$ cat src/rtl/trigger_seq_ctrl.sv
// trigger_seq_ctrl: shot sequencer arming the pulse-TOF trigger generator and queueing results in a FWFT FIFO.
// Define TRIG_SEQ_TSTAMP_EN to store a free-running rxclk timestamp beside each result.
module trigger_seq_ctrl #(
    parameter int SHOTS_W = 8,
    parameter int FIFO_AW = 3
) (
    input  logic               rxclk,
    input  logic               resetn,
    input  logic               ctrl_start,
    input  logic               ctrl_abort,
    input  logic [SHOTS_W-1:0] cfg_shots,
    input  logic [31:0]        cfg_timeout,
    input  logic [31:0]        cfg_holdoff,
    input  logic               detect_pls_1,
    input  logic [31:0]        pulse_tof,
    output logic               trig_enable,
    output logic               busy,
    output logic               done_irq,
    output logic               tmo_irq,
    output logic [15:0]        tmo_count,
    output logic               ovf,
    output logic               res_valid,
    input  logic               res_ready,
    output logic [31:0]        res_data,
    output logic [31:0]        res_tstamp,
    output logic [FIFO_AW:0]   res_count
);

    localparam int DEPTH = 1 << FIFO_AW;
`ifdef TRIG_SEQ_TSTAMP_EN
    localparam int FW = 64;
`else
    localparam int FW = 32;
`endif

    typedef enum logic [2:0] {IDLE, ARM, RUN, CAPTURE, HOLDOFF, DONE} state_t;

    state_t             state, state_d;
    logic               det_q;
    logic [SHOTS_W-1:0] shots_l, shot_cnt, shot_nx;
    logic [31:0]        tmo_l, hold_l, tmo_cnt, hold_cnt, cap_tof;
    logic               shot_done, tmo_exp, start_ok, push, pop, full;
    logic [FW-1:0]      mem [DEPTH];
    logic [FIFO_AW-1:0] wr_ptr, rd_ptr;
    logic [FW-1:0]      wdata, head;

    assign shot_done   = state == RUN && det_q && !detect_pls_1;
    // a shot completing on the expiry cycle takes precedence over the timeout
    assign tmo_exp     = state == RUN && !shot_done && tmo_l != 32'd0 && tmo_cnt <= 32'd1;
    assign start_ok    = state == IDLE && ctrl_start && !ctrl_abort;
    assign shot_nx     = shot_cnt + SHOTS_W'(1);
    assign trig_enable = state == RUN || state == CAPTURE;
    assign busy        = state != IDLE;
    assign done_irq    = state == DONE;
    assign res_valid   = res_count != '0;
    assign full        = res_count == (FIFO_AW+1)'(DEPTH);
    assign pop         = res_valid && res_ready;
    // when full, a simultaneous pop frees the slot the push lands in
    assign push        = state == CAPTURE && !ctrl_abort && (!full || pop);
    assign head        = mem[rd_ptr];
    assign res_data    = head[31:0];

    always_comb begin
        state_d = state;
        case (state)
            IDLE:    state_d = ctrl_start ? ARM : IDLE;
            ARM:     state_d = RUN;
            RUN:     state_d = shot_done ? CAPTURE : tmo_exp ? HOLDOFF : RUN;
            CAPTURE: state_d = (shots_l != '0 && shot_nx == shots_l) ? DONE : HOLDOFF;
            HOLDOFF: state_d = hold_cnt <= 32'd1 ? RUN : HOLDOFF;
            DONE:    state_d = IDLE;
            default: state_d = IDLE;
        endcase
        if (ctrl_abort) state_d = IDLE;
    end

    always_ff @(posedge rxclk or negedge resetn) begin
        if (!resetn) begin
            state     <= IDLE;
            det_q     <= 1'b0;
            shots_l   <= '0;
            shot_cnt  <= '0;
            tmo_l     <= '0;
            hold_l    <= '0;
            tmo_cnt   <= '0;
            hold_cnt  <= '0;
            cap_tof   <= '0;
            tmo_irq   <= 1'b0;
            tmo_count <= '0;
            ovf       <= 1'b0;
        end else begin
            state   <= state_d;
            det_q   <= detect_pls_1;
            tmo_irq <= tmo_exp && !ctrl_abort;
            if (start_ok) begin
                shots_l   <= cfg_shots;
                tmo_l     <= cfg_timeout;
                hold_l    <= cfg_holdoff;
                shot_cnt  <= '0;
                tmo_count <= '0;
                ovf       <= 1'b0;
            end
            if (state == CAPTURE) shot_cnt <= shot_nx;
            if (state_d == RUN && state != RUN) tmo_cnt <= tmo_l;
            else if (state == RUN) tmo_cnt <= tmo_cnt - 32'd1;
            if (state_d == HOLDOFF && state != HOLDOFF) hold_cnt <= hold_l == 32'd0 ? 32'd1 : hold_l;
            else if (state == HOLDOFF) hold_cnt <= hold_cnt - 32'd1;
            if (tmo_exp && !ctrl_abort && tmo_count != 16'hFFFF) tmo_count <= tmo_count + 16'd1;
            if (shot_done) cap_tof <= pulse_tof;
            if (state == CAPTURE && !ctrl_abort && full && !pop) ovf <= 1'b1;
        end
    end

    always_ff @(posedge rxclk or negedge resetn) begin
        if (!resetn) begin
            wr_ptr    <= '0;
            rd_ptr    <= '0;
            res_count <= '0;
        end else begin
            if (push) wr_ptr <= wr_ptr + FIFO_AW'(1);
            if (pop) rd_ptr <= rd_ptr + FIFO_AW'(1);
            res_count <= res_count + (FIFO_AW+1)'(push) - (FIFO_AW+1)'(pop);
        end
    end

    always_ff @(posedge rxclk) begin
        if (push) mem[wr_ptr] <= wdata;
    end

`ifdef TRIG_SEQ_TSTAMP_EN
    logic [31:0] ts_cnt, cap_ts;

    always_ff @(posedge rxclk or negedge resetn) begin
        if (!resetn) begin
            ts_cnt <= '0;
            cap_ts <= '0;
        end else begin
            ts_cnt <= ts_cnt + 32'd1;
            if (shot_done) cap_ts <= ts_cnt;
        end
    end

    assign wdata      = {cap_ts, cap_tof};
    assign res_tstamp = head[63:32];
`else
    assign wdata      = cap_tof;
    assign res_tstamp = 32'h0;
`endif

endmodule
$ cat config.mk
export PLATFORM = sky130hd
export DESIGN_NAME = trigger_seq_ctrl
export DESIGN_NICKNAME = d
export VERILOG_FILES = /design/src/rtl/trigger_seq_ctrl.sv
export SDC_FILE = /design/constraint.sdc
export NUM_CORES = 1
export LEC_CHECK = 0
export ABC_CLOCK_PERIOD_IN_PS = 5010
export BUFFER_PORTS_ARGS = -buffer_cell sky130_fd_sc_hd__buf_2
export CORE_ASPECT_RATIO = 0.7
export CORE_MARGIN = 5
export CORE_UTILIZATION = 35
export DETAILED_ROUTE_END_ITERATION = 12
export PLACE_DENSITY = 0.65
export SLEW_MARGIN = 20
export SYNTH_ARGS = -nofsm -noshare
export SYNTH_HDL_FRONTEND = slang
export SYNTH_SLANG_ARGS = --single-unit
$ cat constraint.sdc
create_clock -name rxclk -period 5.01 [get_ports rxclk]
set_input_delay 1.002 -clock rxclk [delete_from_list [all_inputs] [get_ports rxclk]]
set_output_delay 1.002 -clock rxclk [all_outputs]
set_load 0.03 [all_outputs]
## Word-level counts from Yosys, hierarchy flattened

Memories as Yosys holds them, arrays and structs flattened.
Index checks and enable logic that the tools add are counted.

- Flip-flop bits (word level): 208
- Bits in writable memories: 256
- Bits of input ports: 110
- Output and inout bits: 90
- Logic and storage cells: 93
- Memories: 1

Memory list:

| name | words | width | read ports | clocked after Yosys merged registers in | wr ports | RTL line | RTL |
|---|---|---|---|---|---|---|---|
| mem | 8 | 32 | 1 | 0 | 1 | 43 | `logic [FW-1:0] mem [DEPTH];` |

- $add $sub $neg: 8
- Magnitude comparators: 2
- Equality and inequality tests: 12
- Multiplexer cells: 20
- Reduce and logical (&&, ||, !) cells: 35

Operator list:

| cell | count |
|---|---|
| two-way mux 32 bit | 5 |
| <= comparator 32 x 1 -> 1 bit, second input constant | 2 |
| subtractor 32 x 1 -> 32 bit, second input constant | 2 |
| zero test 32 bit | 1 |
| two-way mux 16 bit | 2 |
| nonzero test 32 bit | 1 |
| logical AND 1 bit | 17 |
| adder 16 x 1 -> 16 bit, second input constant | 1 |
| two-way mux 8 bit | 2 |
| != test 16 bit, second input constant | 1 |
| one-hot mux 3 bit (5 select lines) | 1 |
| two-way mux 3 bit | 4 |
| nonzero test 2 bit | 5 |
| equality test 3 x 2 -> 1 bit, second input constant | 3 |
| equality test 3 bit, second input constant | 3 |
| adder 8 x 1 -> 8 bit, second input constant | 1 |
| equality test 8 bit | 1 |
| nonzero test 8 bit | 1 |
| adder 3 x 1 -> 3 bit, second input constant | 2 |
| two-way mux 1 bit | 6 |
| zero test 1 bit | 5 |
| adder 4 x 1 -> 4 bit | 1 |
| equality test 4 bit, second input constant | 1 |
| nonzero test 4 bit | 1 |
| other kinds (7) | 8 |

## Longest topological paths before layout

- Word-level depth: 14
- Mapped depth: 13
- Gate-level depth less buffers: 13

## Least setup slack after synthesis

OpenSTA, ideal clock, no wires.

- Path type: flip-flop to flip-flop
- Start point: reg res_count[2]
- End point: mem mem[0][0], enable pin
- Library setup time: 0.501 ns
- Arrival: 4.785 ns
- Required time: 4.509 ns
- Path slack: -0.277 ns
- Cell stages (with the launch flop): 9
- Path buffers: 0
- Period minus slack after synthesis: 5.287 ns
- Cell sequence: dfrtp_1 inv_1 ha_1 nand2_1 nand2_1 nand3_1 and2_1 clkinv_1 nor4_1

- Longest elaborated chain between the ends: 6
- Elaborated cells between the ends (all ways): 8
- Those cells by class: eq/ne: 1; mux: 2; reduce/logical: 5

RTL lines:

| element | RTL line | RTL |
|---|---|---|
| start: declaration | 26 | `output logic [FIFO_AW:0] res_count` |
| start signal: assignment | 122 | `res_count <= res_count + (FIFO_AW+1)'(push) - (FIFO_AW+1)'(pop);` |
| nonzero test 4 bit | 55 | `assign res_valid = res_count != '0;` |
| via res_valid | 22 | `output logic res_valid,` |
| logical AND 1 bit | 57 | `assign pop = res_valid && res_ready;` |
| logical OR 1 bit | 59 | `assign push = state == CAPTURE && !ctrl_abort && (!full \|\| pop);` |
| logical AND 1 bit | 59 |  |
| two-way mux 1 bit | 127 | `if (push) mem[wr_ptr] <= wdata;` |
| two-way mux 1 bit (not written as such) | 127 |  |
| end: declaration | 43 |  |

The timed path passes the listed nets, and every way through them passes these cells.

## Final worst setup path

- Start point: reg rd_ptr[0]
- End point: out res_data[2]

- Longest elaborated chain between the ends: 1

RTL lines:

| element | RTL line | RTL |
|---|---|---|
| start: declaration | 44 | `logic [FIFO_AW-1:0] wr_ptr, rd_ptr;` |
| start signal: assignment | 121 | `if (pop) rd_ptr <= rd_ptr + FIFO_AW'(1);` |
| memory read (8 x 32 bit) | n/a |  |
| end: declaration | 24 | `output logic [31:0] res_data,` |

Every way passes these cells.

==> run metrics <==
first-pass GRT wire length=72400 µm; Synth Flop Type=edfxtp_1; gr ovfl total=0; Post-CTS Resized=0; Yosys cell types=69; starting density of the core=35.2%; Place WS=1480 ps; row count=73; Bufs and invs on worst path=2; Crit-path slowest cell=dfrtp_4; fin. max-slew vios=0; Worst EP required=4010 ps; Die W=295 µm; Inst Count DP=2293; input/output buffers=167; Cell Pwr Density=532 mW/mm²; post-DP HPWL=29100 µm; CP cell instances=buf_12 -> mux4_2 -> mux2_2 -> buf_2; DR DRC count=0; clock sinks=464; min setup slack post-route=1080 ps; Syn Area/Cell=14.0 µm²; total CTS buffers=47; routability cong.=0.831; clk slew on worst S/H paths=60 ps; slew margin rel.=32.8%; TritonCTS clock tree=built; Critical Path Fanout Max=35; largest net degree at the start of global routing=95; vias in the first global route=12472; EDFF count, synth=256; Post-Syn Area=0.0198 mm²; CP Class=reg -> out; router iterations before antenna repair=5; top cell type by total area after synthesis=edfxtp_1; Final min period=3930 ps; Peak VDD IR=0.274 mV; Fin Setup TNS=0 ps; max cap viols=0; Area growth syn-to-layout=17.3%; clk buf depth=3; Yosys reg bits=464; Hold Crit Class=in -> async; Worst path max stage delay=920 ps; CP startpoint kind=register; top cells by count, synth=edfxtp_1, dfrtp_1, nand2_1; slew of the pin with the lowest slew margin=1010 ps; detailed-route wire length per cell=19.4 µm; Final Non-Filler Cells=2383; RSZ-0062 raised after global routing=false; Fmax=254 MHz; Ports=200; Vias/cell=5.22; Via Count=12435; post-synthesis async set-or-reset flop share=44.8%; CP Capture Type=output port; initial antenna violation count=4; Root Buffer=clkbuf_16; H-tree levels=2; # Post-CTS Setup Buffers=0; Iter 0 DRT Violations=900; final setup vio count=0; routed wire length=46100 µm; worst skew pair latency=590 ps; sequential fraction of the synthesis area=65.0%; count leader, synth=edfxtp_1; status=finished clean; core box area=0.0564 mm²; Tcrit/Tclk final=78.5%; CTS Hold Buffers Added=0; Final ANT Viol Nets=0; synth warn=0; CP arrival=2930 ps; Largest delay share family, worst path=flip-flops; ranking of synthesized cells by area=edfxtp_1, dfrtp_1, mux4_2; GRT Total Usage=14.8%; Hold Vio Cnt, Final=0; die area=0.0616 mm²; share of cells above drive strength 1=28.0%; Synth top area share=38.7%; LEAKAGE=8.93 nW; skew final=45.6 ps; Vert. Die Dim=209 µm; Post-Syn Instances=1413; Total Nets Final=1717
==> placed cells by master, fill, tap and decap left out, types with 34 or more instances in the layout <==
master       n
nand2_1    159
clkbuf_16   48
nor3_1      53
nand3_1     34
nor2_1      75
o21ai_0     60
mux2_2     106
mux4_2      64
edfxtp_1   256
dfrtp_1    206
buf_2      166
==> where the power goes <==
| part | internal, W | leakage [nW] | total [W] | switching, W |
|---|---|---|---|---|
| registers | 0.00478 | 4.91 | 0.00564 | 0.000863 |
| clock network | 0.00235 | 0.826 | 0.00385 | 0.00150 |
| logic | 0.00136 | 3.19 | 0.00289 | 0.00152 |
| total | 0.00849 | 8.93 | 0.0124 | 0.00388 |
==> cell type report <==
class / instances / area, µm²
inverter: 20 / 75.1
clock inverter: 25 / 420
multi-input combinational: 868 / 6590
timing repair buffer: 191 / 1050
antenna: 3 / 7.51
clock buffer: 62 / 1290
sequential: 464 / 12900
fill: 5136 / 33200
tap: 750 / 938
==> worst paths after layout <==
path	depth (start not counted)	endpoint	startpoint	slack [ps]
max in group asynchronous	2	rd_ptr[0]	resetn	3450
setup reg to reg	7	hold_cnt[9]	state[1]	1340
min in group rxclk	2	ovf	ovf	480
hold reg to reg	2	ovf	ovf	480
hold / removal	1	tmo_l[7]	resetn	470
setup / recovery	4	res_data[2]	rd_ptr[0]	1080
==> metal layers <==
| layer | global-route usage [%] | routed length, µm |
|---|---|---|
| met3 | 2.90 | 2620 |
| met5 | 0 | 16 |
| met4 | 3.80 | 947 |
| met1 | 20.9 | 20700 |
| met2 | 23.6 | 21900 |
==> flip-flops by register name, indices dropped and copies added (netlist names), 4 cells and up <==
register,count
tmo_count,16
res_count,4
shot_cnt,8
mem,256
hold_cnt,32
hold_l,32
tmo_l,32
cap_tof,32
shots_l,8
tmo_cnt,32
==> metrics by stage <==
stage / util, % / total power (W) / cell area (µm²) / hold slack [ps]
global placement: 38.2 / 0.00852 / 21500 / 464
detailed placement: 38.2 / 0.00863 / 21500 / 472
global route: 41.2 / 0.0130 / 23300 / 497
CTS: 41.2 / 0.0125 / 23300 / 477
finish: 41.2 / 0.0124 / 23300 / 471
floorplan: - / 0.00766 / 20000 / 439
==> logic make-up (layout without fill, tap and decap cells) <==
group | after synthesis | after routing | synth area share [%]
other cells | 1 | 35 | 0.0189
flops | 464 | 464 | 65.0
xor+xnor | 18 | 18 | 0.794
fa+ha+maj | 15 | 15 | 0.984
simple gates | 441 | 441 | 10.6
compound gates | 188 | 188 | 6.34
mux | 174 | 174 | 13.5
buf+inv | 112 | 298 | 2.81
==> worst reg2reg max path: stages, from the launching register on <==
cell      delay (ps)
dfrtp_1          600
or3b_1           750
nor3_1           320
nand4_1          140
o41ai_1          430
o21a_1           790
nor3_1           160
a211oi_1         350
Note: power is estimated with default switching activity, not from simulation.
